===== src/rtl/raster_frame_sequencer_if.sv =====
// Signal bundle between the frame sequencer and its surroundings: frame timing,
// vertex BRAM read port, rasterizer handshake and framebuffer clear handshake.
interface raster_frame_sequencer_if #(
   parameter int unsigned COORD_WIDTH   = 32,
   parameter int unsigned TRI_IDX_WIDTH = 8,
   parameter int unsigned VADDR_WIDTH   = 12
);
   logic                     frame_start;
   logic [TRI_IDX_WIDTH:0]   num_tris;
   logic [VADDR_WIDTH-1:0]   mem_addr;
   logic [COORD_WIDTH-1:0]   mem_data;
   logic [9*COORD_WIDTH-1:0] tri_verts;
   logic                     raster_start;
   logic                     raster_busy;
   logic                     raster_done;
   logic                     clear_start;
   logic                     clear_done;
   logic                     busy;
   logic                     frame_done;
   logic [TRI_IDX_WIDTH-1:0] tri_idx;
   logic [31:0]              frame_cycles;

   // Sequencer side
   modport master (
      input  frame_start, num_tris, mem_data, raster_busy, raster_done, clear_done,
      output mem_addr, tri_verts, raster_start, clear_start, busy, frame_done, tri_idx,
             frame_cycles
   );

   // Frame timing / memory / rasterizer / clear engine side
   modport slave (
      output frame_start, num_tris, mem_data, raster_busy, raster_done, clear_done,
      input  mem_addr, tri_verts, raster_start, clear_start, busy, frame_done, tri_idx,
             frame_cycles
   );
endinterface


===== src/rtl/raster_frame_sequencer.sv =====
// Frame-level controller for the triangle rasterizer: optional framebuffer clear,
// then per triangle fetch 9 vertex words from BRAM, launch the rasterizer and
// wait for it to finish. All outputs are registered.
module raster_frame_sequencer #(
   parameter int unsigned COORD_WIDTH   = 32,
   parameter int unsigned TRI_IDX_WIDTH = 8,
   parameter int unsigned VADDR_WIDTH   = 12,
   parameter int unsigned MEM_LATENCY   = 2,
   parameter bit          CLEAR_EN      = 1'b1
) (
   input logic                       clk_in,
   input logic                       rst_in,
   raster_frame_sequencer_if.master  bus
);

   typedef enum logic [2:0] {
      StIdle,
      StClear,
      StFetch,
      StLaunch,
      StWaitRaster,
      StNext,
      StDone
   } state_e;

   localparam int unsigned CntW = 4;
   // FETCH runs 9 address cycles plus the BRAM latency for the last word
   localparam logic [CntW-1:0]          FetchLast   = CntW'(8 + MEM_LATENCY);
   localparam logic [CntW-1:0]          LastAddrCnt = CntW'(8);
   localparam logic [CntW-1:0]          CntOne      = CntW'(1);
   localparam logic [VADDR_WIDTH-1:0]   AddrOne     = VADDR_WIDTH'(1);
   localparam logic [VADDR_WIDTH-1:0]   TriStride   = VADDR_WIDTH'(9);
   localparam logic [TRI_IDX_WIDTH-1:0] IdxOne      = TRI_IDX_WIDTH'(1);
   localparam logic [TRI_IDX_WIDTH:0]   CountOne    = (TRI_IDX_WIDTH + 1)'(1);
   localparam logic [TRI_IDX_WIDTH:0]   MaxTris     = {1'b1, {TRI_IDX_WIDTH{1'b0}}};

   state_e                   state_q, state_d;
   logic [TRI_IDX_WIDTH:0]   num_tris_q, num_tris_d;
   logic [TRI_IDX_WIDTH-1:0] tri_idx_q, tri_idx_d;
   logic [VADDR_WIDTH-1:0]   base_q, base_d;
   logic [CntW-1:0]          cnt_q, cnt_d;
   logic [VADDR_WIDTH-1:0]   mem_addr_q, mem_addr_d;
   logic [9*COORD_WIDTH-1:0] tri_verts_q, tri_verts_d;
   logic                     raster_start_q, raster_start_d;
   logic                     clear_start_q, clear_start_d;
   logic                     busy_q, busy_d;
   logic                     frame_done_q, frame_done_d;
   logic [31:0]              frame_cycles_q, frame_cycles_d;

   // Next-state, datapath updates and registered-output decode
   always_comb begin
      state_d        = state_q;
      num_tris_d     = num_tris_q;
      tri_idx_d      = tri_idx_q;
      base_d         = base_q;
      cnt_d          = cnt_q;
      mem_addr_d     = mem_addr_q;
      tri_verts_d    = tri_verts_q;
      frame_cycles_d = frame_cycles_q;

      if (busy_q && (frame_cycles_q != 32'hFFFF_FFFF)) begin
         frame_cycles_d = frame_cycles_q + 32'd1;
      end

      unique case (state_q)
         StIdle: begin
            if (bus.frame_start) begin
               num_tris_d     = (bus.num_tris > MaxTris) ? MaxTris : bus.num_tris;
               tri_idx_d      = '0;
               base_d         = '0;
               frame_cycles_d = '0;
               if (CLEAR_EN) begin
                  state_d = StClear;
               end else if (bus.num_tris == '0) begin
                  state_d = StDone;
               end else begin
                  state_d = StFetch;
               end
            end
         end
         StClear: begin
            if (bus.clear_done) begin
               state_d = (num_tris_q == '0) ? StDone : StFetch;
            end
         end
         StFetch: begin
            cnt_d = cnt_q + CntOne;
            if (cnt_q < LastAddrCnt) begin
               mem_addr_d = mem_addr_q + AddrOne;
            end
            // Word k returns MEM_LATENCY cycles after address k was presented
            for (int unsigned k = 0; k < 9; k++) begin
               if (cnt_q == CntW'(k + MEM_LATENCY)) begin
                  tri_verts_d[k*COORD_WIDTH +: COORD_WIDTH] = bus.mem_data;
               end
            end
            if (cnt_q == FetchLast) begin
               state_d = StLaunch;
            end
         end
         StLaunch: begin
            if (!bus.raster_busy) begin
               state_d = StWaitRaster;
            end
         end
         StWaitRaster: begin
            if (bus.raster_done) begin
               state_d = StNext;
            end
         end
         StNext: begin
            if (({1'b0, tri_idx_q} + CountOne) == num_tris_q) begin
               state_d = StDone;
            end else begin
               tri_idx_d = tri_idx_q + IdxOne;
               base_d    = base_q + TriStride;
               state_d   = StFetch;
            end
         end
         StDone: begin
            state_d = StIdle;
         end
         default: begin
            state_d = StIdle;
         end
      endcase

      // Entering FETCH: restart the cycle counter and present the triangle base
      if ((state_d == StFetch) && (state_q != StFetch)) begin
         cnt_d      = '0;
         mem_addr_d = base_d;
      end

      clear_start_d  = (state_q == StIdle) && (state_d == StClear);
      raster_start_d = (state_q == StLaunch) && (state_d == StWaitRaster);
      frame_done_d   = (state_d == StDone);
      busy_d         = (state_d != StIdle) && (state_d != StDone);
   end

   // State and output registers, cleared asynchronously
   always_ff @(posedge clk_in or posedge rst_in) begin
      if (rst_in) begin
         state_q        <= StIdle;
         num_tris_q     <= '0;
         tri_idx_q      <= '0;
         base_q         <= '0;
         cnt_q          <= '0;
         mem_addr_q     <= '0;
         tri_verts_q    <= '0;
         raster_start_q <= 1'b0;
         clear_start_q  <= 1'b0;
         busy_q         <= 1'b0;
         frame_done_q   <= 1'b0;
         frame_cycles_q <= '0;
      end else begin
         state_q        <= state_d;
         num_tris_q     <= num_tris_d;
         tri_idx_q      <= tri_idx_d;
         base_q         <= base_d;
         cnt_q          <= cnt_d;
         mem_addr_q     <= mem_addr_d;
         tri_verts_q    <= tri_verts_d;
         raster_start_q <= raster_start_d;
         clear_start_q  <= clear_start_d;
         busy_q         <= busy_d;
         frame_done_q   <= frame_done_d;
         frame_cycles_q <= frame_cycles_d;
      end
   end

   assign bus.mem_addr     = mem_addr_q;
   assign bus.tri_verts    = tri_verts_q;
   assign bus.raster_start = raster_start_q;
   assign bus.clear_start  = clear_start_q;
   assign bus.busy         = busy_q;
   assign bus.frame_done   = frame_done_q;
   assign bus.tri_idx      = tri_idx_q;
   assign bus.frame_cycles = frame_cycles_q;

endmodule


===== src/flat_wrapper.sv =====
// flat-port wrapper written by rule: the top's interface ports become plain ports
module raster_frame_sequencer_flat 
#(
   parameter int unsigned COORD_WIDTH   = 32,
   parameter int unsigned TRI_IDX_WIDTH = 8,
   parameter int unsigned VADDR_WIDTH   = 12,
   parameter int unsigned MEM_LATENCY   = 2,
   parameter bit          CLEAR_EN      = 1'b1
)
  (clk_in, rst_in, bus_frame_start, bus_num_tris, bus_mem_data, bus_raster_busy, bus_raster_done, bus_clear_done, bus_mem_addr, bus_tri_verts, bus_raster_start, bus_clear_start, bus_busy, bus_frame_done, bus_tri_idx, bus_frame_cycles);
  raster_frame_sequencer_if #(.COORD_WIDTH(COORD_WIDTH), .TRI_IDX_WIDTH(TRI_IDX_WIDTH), .VADDR_WIDTH(VADDR_WIDTH)) bus_i ();
  input logic clk_in;
  input logic rst_in;
  input wire logic [$bits(bus_i.frame_start)-1:0] bus_frame_start;
  input wire logic [$bits(bus_i.num_tris)-1:0] bus_num_tris;
  input wire logic [$bits(bus_i.mem_data)-1:0] bus_mem_data;
  input wire logic [$bits(bus_i.raster_busy)-1:0] bus_raster_busy;
  input wire logic [$bits(bus_i.raster_done)-1:0] bus_raster_done;
  input wire logic [$bits(bus_i.clear_done)-1:0] bus_clear_done;
  output wire logic [$bits(bus_i.mem_addr)-1:0] bus_mem_addr;
  output wire logic [$bits(bus_i.tri_verts)-1:0] bus_tri_verts;
  output wire logic [$bits(bus_i.raster_start)-1:0] bus_raster_start;
  output wire logic [$bits(bus_i.clear_start)-1:0] bus_clear_start;
  output wire logic [$bits(bus_i.busy)-1:0] bus_busy;
  output wire logic [$bits(bus_i.frame_done)-1:0] bus_frame_done;
  output wire logic [$bits(bus_i.tri_idx)-1:0] bus_tri_idx;
  output wire logic [$bits(bus_i.frame_cycles)-1:0] bus_frame_cycles;
  assign bus_i.frame_start = bus_frame_start;
  assign bus_i.num_tris = bus_num_tris;
  assign bus_i.mem_data = bus_mem_data;
  assign bus_i.raster_busy = bus_raster_busy;
  assign bus_i.raster_done = bus_raster_done;
  assign bus_i.clear_done = bus_clear_done;
  assign bus_mem_addr = bus_i.mem_addr;
  assign bus_tri_verts = bus_i.tri_verts;
  assign bus_raster_start = bus_i.raster_start;
  assign bus_clear_start = bus_i.clear_start;
  assign bus_busy = bus_i.busy;
  assign bus_frame_done = bus_i.frame_done;
  assign bus_tri_idx = bus_i.tri_idx;
  assign bus_frame_cycles = bus_i.frame_cycles;
  raster_frame_sequencer #(.COORD_WIDTH(COORD_WIDTH), .TRI_IDX_WIDTH(TRI_IDX_WIDTH), .VADDR_WIDTH(VADDR_WIDTH), .MEM_LATENCY(MEM_LATENCY), .CLEAR_EN(CLEAR_EN)) u_core (.clk_in(clk_in), .rst_in(rst_in), .bus(bus_i));
endmodule

===== config.mk =====
export PLATFORM = sky130hd
export DESIGN_NAME = raster_frame_sequencer_flat
export DESIGN_NICKNAME = d
export VERILOG_FILES = /design/src/rtl/raster_frame_sequencer_if.sv /design/src/rtl/raster_frame_sequencer.sv /design/src/flat_wrapper.sv
export SDC_FILE = /design/constraint.sdc
export NUM_CORES = 1
export LEC_CHECK = 0
export CORE_MARGIN = 2
export CORE_UTILIZATION = 35
export CTS_BUF_LIST = sky130_fd_sc_hd__clkbuf_16
export DETAILED_ROUTE_END_ITERATION = 8
export SKIP_CTS_REPAIR_TIMING = 1
export SLEW_MARGIN = 30
export SYNTH_ARGS = -nofsm -noshare
export SYNTH_HDL_FRONTEND = slang
export SYNTH_SLANG_ARGS = --single-unit

===== constraint.sdc =====
create_clock -name clk_in -period 17.15 [get_ports clk_in]
set_clock_uncertainty 0.15 [all_clocks]
set_input_delay 3.43 -clock clk_in [delete_from_list [all_inputs] [get_ports clk_in]]
set_output_delay 3.43 -clock clk_in [all_outputs]
set_load 0.05 [all_outputs]

==> flow_summary.yaml, run 1 <==
run_status:
  status: "complete, no violations"
cells_and_area:
  drive_gt1_frac: 0.250
  nets: 1563
  layout-area-overhead-vs-synth_pct: 39.8
  antenna_cells: 0
  fin_util: 0.493
  final_design_area_no_fill_um2: 21100
clocking:
  clkTransAtPathRegs_ns: 0.06
  cts_tree: "done"
  h-tree-depth: 2
  cts-buffers-inserted: 42
  root_buffer: "clkbuf_16"
  clock_latency_ns: 0.54
  cts.sinks: 372
  cts.path.max_buffers: 3
critical_path:
  reg2reg_from: "u_core.bus.tri_idx[0]$_DFFE_PP0P_"
  ff2ff_path_depth: 9
  critPathKind: "in2reg"
  crit_arrival_ns: 6.43
  cp-start-kind: "input pin"
  crit_required_ns: 17.42
  cp-end-kind: "flop"
  r2r_end: "u_core.bus.mem_addr[1]$_DFFE_PP0P_"
  critPathMaxFanout: 24
  r2r_slack_ns: 13.48
grt:
  overflow: 0
  met1_usage: 0.256
  grt_usage: 0.199
  grt_pass1_wl_um: 67300
  grt_pass1_vias: 10715
  grt_use_met2: 0.324
  antenna_found_initial: 1
  met3_usage: 0.0546
  gr-max-usage-layer: "met2"
  grt_max_degree: 102
yosys:
  yosys_warnings: 0
  synth-compound-area-share: 0.0378
  synth_edf_count: 0
  synth-simple-area-share: 0.0782
  synthCells: 1105
  syn_area_per_cell_um2: 13.7
  synthXorXnorAreaFrac: 0.0266
  synthMuxAreaShare: 0.219
  synth_top_family_by_area: "multiplexers"
  syn_nets: 1160
  synth.distinct_cells: 57
  ys_seq_area_frac: 0.615
  async_reset_ff_frac: 1.00
  yosys_most_used_dff: "dfrtp_1"
  synthesis.area_um2: 15100
  synth-seq-cells: 372
  synthAdderAreaFrac: 0.00662
floorplanning:
  dieArea_um2: 44900
  die_w_um: 212
  core_um2: 42900
  io_pins: 391
  rows: 76
  start_util: 0.353
  chipHeight_um: 212
timing:
  slew_headroom: 0.353
  finalSetupTns_ns: 0
  max_freq_ghz: 0.162
  period_needed_ns: 6.16
  period_share: 0.359
  finalSetupViolCount: 0
  tightest_slew_ns: 0.963
  finalHoldViolCount: 0
  slew_viol_final: 0
  rsz0062_at_grt: "no"
detailed_routing:
  drt_iter0_drc: 650
  vias: 10480
  drc_errors: 0
  drtAntennaViolNets: 0
  first_pass_iters: 5
  detail_route.wl_per_cell_um: 20.9
  viasPerCell: 4.93
  finalWirelength_um: 44400
placement:
  placed_area_um2: 19700
  portBuffers: 390
  gp_congestion: 0.798
  hpwl_um: 29900
min_path:
  min_from: "u_core.bus.tri_verts[164]$_DFFE_PP0P_"
  holdPathStages: 1
  holdPathEnd: "u_core.bus.tri_verts[164]$_DFFE_PP0P_"
  hold_path_class: "reg2reg"
job:
  drv_cap: 0
-- through the flow --
| stage | setup slack [ns] | hold WS, ns | cells |
|---|---|---|---|
| after detailed placement | 10.50 | 0.341 | 2049 |
| after global placement | 10.54 | 0.337 | 2049 |
| after CTS | 11.07 | 0.355 | 2125 |
| final | 10.99 | 0.352 | 2125 |
| after floorplan | 3.24 | 0.327 | 1105 |
| after global routing | 10.76 | 0.362 | 2125 |
-- cell usage in the layout (no fill, tap or decap), types with 16 or more instances in the layout --
master,synthesis,routed
mux2_2,291,291
nand3_1,18,18
nand2_1,67,58
clkbuf_16,0,43
nand4_1,16,16
dfrtp_1,372,372
o21ai_1,18,18
clkdlybuf4s50_1,0,390
xor2_1,28,28
nor2_1,69,69
xnor2_1,18,18
inv_1,15,21
-- cell families (layout without fill, tap and decap cells) --
kind of cell,Yosys count,after routing
DFF,372,372
muxes,294,294
and+or+nand+nor,243,243
AOI/OAI and AO/OA,82,82
buffers and inverters,60,495
xor gates and xnor gates,46,46
adders and majority gates,8,8
-- worst max path at each step --
stage	startpoint	endpoint	slack (ns)	depth (start not counted)
after detailed placement	bus_frame_start	u_core.bus.frame_cycles[19]$_DFF_PP0_	10.50	7
after CTS	bus_frame_start	u_core.bus.frame_cycles[13]$_DFF_PP0_	11.07	7
after global routing	bus_frame_start	u_core.bus.frame_cycles[25]$_DFF_PP0_	10.76	7
after floorplan	rst_in	u_core.base_q[0]$_DFF_PP0_	3.24	1
final	bus_frame_start	u_core.bus.frame_cycles[25]$_DFF_PP0_	10.99	7
after global placement	bus_frame_start	u_core.bus.frame_cycles[19]$_DFF_PP0_	10.54	7
-- critical path, cell delays in order --
cell and delay [ns]:
clkdlybuf4s50_1 0.48, nand3_1 0.10, a21oi_1 0.78, nand2_1 0.55
inv_1 0.60, buf_4 0.37, nor2_1 0.09
-- cell usage after synthesis (2+ instances only) --
cell / n / share of area
and3_1: 8 / 0.0033
nand2_1: 67 / 0.017
o21ai_1: 18 / 0.0060
xor2_1: 28 / 0.016
or3_1: 5 / 0.0021
a21oi_1: 9 / 0.0030
a21o_1: 8 / 0.0040
a22o_1: 6 / 0.0035
nor4_1: 4 / 0.0017
and2_1: 4 / 0.0017
nand3_1: 18 / 0.0060
o211ai_1: 3 / 0.0015
nor2b_1: 5 / 0.0021
or2_1: 2 / 0.00083
nand3b_1: 10 / 0.0050
nor3b_1: 3 / 0.0015
xnor2_1: 18 / 0.010
a31oi_1: 4 / 0.0017
nand4_1: 16 / 0.0066
o21ai_0: 12 / 0.0040
buf_6: 2 / 0.0015
buf_1: 27 / 0.0067
clkbuf_1: 12 / 0.0030
or2_2: 5 / 0.0021
a211o_1: 4 / 0.0023
dfrtp_1: 372 / 0.62
nand2b_1: 2 / 0.00083
nor4b_1: 2 / 0.0012
buf_4: 3 / 0.0015
ha_1: 8 / 0.0066
mux2_2: 291 / 0.22
inv_1: 15 / 0.0037
o31ai_1: 3 / 0.0015
and4_1: 5 / 0.0029
nor3_1: 14 / 0.0046
nor2_1: 69 / 0.017
mux2i_1: 3 / 0.0020
-- sequential cells by signal, summed over array words and instances (netlist names), 3 cells and up --
signal                   flops
u_core.bus.tri_verts       288
u_core.bus.frame_cycles     32
u_core.base_q               12
u_core.bus.mem_addr         12
u_core.num_tris_q            9
u_core.bus.tri_idx           8
u_core.cnt_q                 4
u_core.state_q               3
-- layout make-up --
class,instances,area [µm²]
clock buffers,43,1080
clock inverters,33,353
fillers,3857,21700
inverters,15,63.8
multi-input cells,673,5590
flip-flops and latches,372,9310
well taps,585,732
repair buffers,404,4020
-- routing by layer --
metal | share of wire | up-vias
met5 | 0 | -
met4 | 0.028 | 0
met3 | 0.067 | 72
met2 | 0.49 | 303
met1 | 0.42 | 5381
li1 | - | 4724
Power of run 1 is not shown: default switching activity piles up to over one toggle a cycle in this logic, so the estimate is an artifact.
==> run 2: changes to the inputs <==
==> constraint.sdc (replaced) <==
create_clock -name clk_in -period 5.85 [get_ports clk_in]
set_clock_uncertainty 0.15 [all_clocks]
set_input_delay 1.17 -clock clk_in [delete_from_list [all_inputs] [get_ports clk_in]]
set_output_delay 1.17 -clock clk_in [all_outputs]
set_load 0.05 [all_outputs]
==> run 2 against run 1 <==
  * Global-route usage down 0.21 points
  * Final cell count barely moved
  * Register-to-register slack worse by 11 ns
  * Largest cell class unchanged
==> flow_summary.yaml, run 2 (synthesis gave the netlist of run 1 again) <==
run_status:
  status: "complete, no violations"
floorplanning:
  io_pins: 391
  rows: 76
  chipHeight_um: 212
  core_um2: 42900
  die_w_um: 212
  dieArea_um2: 44900
  start_util: 0.353
timing:
  slew_headroom: 0.415
  finalHoldViolCount: 0
  rsz0062_at_grt: "no"
  finalSetupViolCount: 0
  period_needed_ns: 3.52
  tightest_slew_ns: 0.877
  max_freq_ghz: 0.284
  slew_viol_final: 0
  period_share: 0.602
cells_and_area:
  final_common_cell: "clkdlybuf4s50_1"
  layout_common_cells: "clkdlybuf4s50_1, dfrtp_1, mux2_2"
  layout-area-overhead-vs-synth_pct: 39.1
  drive_gt1_frac: 0.248
  nets: 1563
  fin_util: 0.491
  largest_reg_flops: 288
  antenna_cells: 0
clocking:
  cts.sinks: 372
  cts_tree: "done"
  clock_latency_ns: 0.55
  root_buffer: "clkbuf_16"
  clkTransAtPathRegs_ns: 0.06
  cts.path.max_buffers: 3
  h-tree-depth: 2
  cts-buffers-inserted: 43
detailed_routing:
  detail_route.wl_per_cell_um: 20.8
  drc_errors: 0
  viasPerCell: 4.88
  finalWirelength_um: 44200
  first_pass_iters: 5
  drtAntennaViolNets: 0
  drt_iter0_drc: 586
  vias: 10385
min_path:
  min_from: "u_core.bus.tri_verts[150]$_DFFE_PP0P_"
  holdPathEnd: "u_core.bus.tri_verts[150]$_DFFE_PP0P_"
  hold_path_class: "reg2reg"
  holdPathStages: 1
critical_path:
  r2r_slack_ns: 2.35
  critPathKind: "in2reg"
  crit_family: "buffers and inverters"
  slowest_stage: "a21oi_1"
  crit_required_ns: 6.18
  crit_arrival_ns: 3.86
  cp-end-kind: "flop"
  r2r_end: "u_core.bus.mem_addr[1]$_DFFE_PP0P_"
  cp.buffers_inverters: 3
  crit_chain: "clkdlybuf4s50_1 -> nand3_1 -> a21oi_1 -> nand2_1 -> inv_1 -> buf_4 -> nand3b_1 -> nand2_1"
  path_common_cell: "nand2_1"
  critPathMaxStageDelay_ns: 0.70
  cp-start-kind: "input pin"
  reg2reg_from: "u_core.bus.tri_idx[0]$_DFFE_PP0P_"
  critPathMaxFanout: 39
  ff2ff_path_depth: 9
placement:
  hpwl_um: 29800
  portBuffers: 390
  gp_congestion: 0.840
job:
  drv_cap: 0
grt:
  grt_max_degree: 158
  overflow: 0
  grt_pass1_vias: 10846
  grt_pass1_wl_um: 67100
  antenna_found_initial: 0
  grt_usage: 0.197
run 2: cell count changes in the layout (fill, tap and decap cells not counted), moves of 2 or more:
cell / change
bufinv_16: -6
clkinv_2: +3
clkbuf_16: +2
buf_6: -2
buf_12: +2
inv_1: +5
run 2: final cells by class:
class                      count  area, µm²
fill                        3843      21800
sequential                   372       9310
multi-input combinational    673       5600
timing repair buffer         403       4030
clock buffer                  45       1130
tap                          585        732
clock inverter                34        198
inverter                      15       60.1
run 2: how the worst max path moves through the flow:
| stage | to | startpoint | cells after the start |
|---|---|---|---|
| global route | u_core.num_tris_q[2]$_DFFE_PP0P_ | bus_frame_start | 8 |
| finish | u_core.num_tris_q[5]$_DFFE_PP0P_ | bus_frame_start | 8 |
| floorplan | u_core.base_q[0]$_DFF_PP0_ | rst_in | 1 |
| CTS | u_core.num_tris_q[5]$_DFFE_PP0P_ | bus_frame_start | 8 |
| global placement | u_core.num_tris_q[2]$_DFFE_PP0P_ | bus_frame_start | 8 |
| detailed placement | u_core.num_tris_q[5]$_DFFE_PP0P_ | bus_frame_start | 8 |
run 2: worst reg2reg max path, stage by stage (launching register included):
cell       delay, ns
dfrtp_1         0.46
ha_1            0.31
and2_1          0.21
a2111oi_0       0.52
a211oi_2        0.09
a2111oi_4       0.74
nor2_1          0.34
a22o_1          0.34
a22oi_1         0.15
o21ai_1         0.08
run 2: routing by layer:
| metal | global-route usage | routed length, µm | vias up |
|---|---|---|---|
| li1 | - | - | 4698 |
| met5 | 0 | 0 | - |
| met2 | 0.311 | 20800 | 294 |
| met1 | 0.255 | 18800 | 5315 |
| met3 | 0.0638 | 3130 | 78 |
| met4 | 0.0663 | 1420 | 0 |
run 2: stage by stage:
| step | TNS, ns | setup slack (ns) | hold slack (ns) | area, µm² | instances |
|---|---|---|---|---|---|
| 2_1_floorplan | -172.66 | -0.464 | 0.327 | 15100 | 1105 |
| 3_3_place_gp | 0 | 1.86 | 0.337 | 19700 | 2048 |
| 3_5_place_dp | 0 | 1.75 | 0.341 | 19700 | 2048 |
| 4_1_cts | 0 | 2.33 | 0.354 | 21000 | 2127 |
| 5_1_grt | 0 | 2.09 | 0.358 | 21000 | 2127 |
| 6_report | 0 | 2.33 | 0.351 | 21000 | 2127 |
Power of run 2 is left out for the same reason.
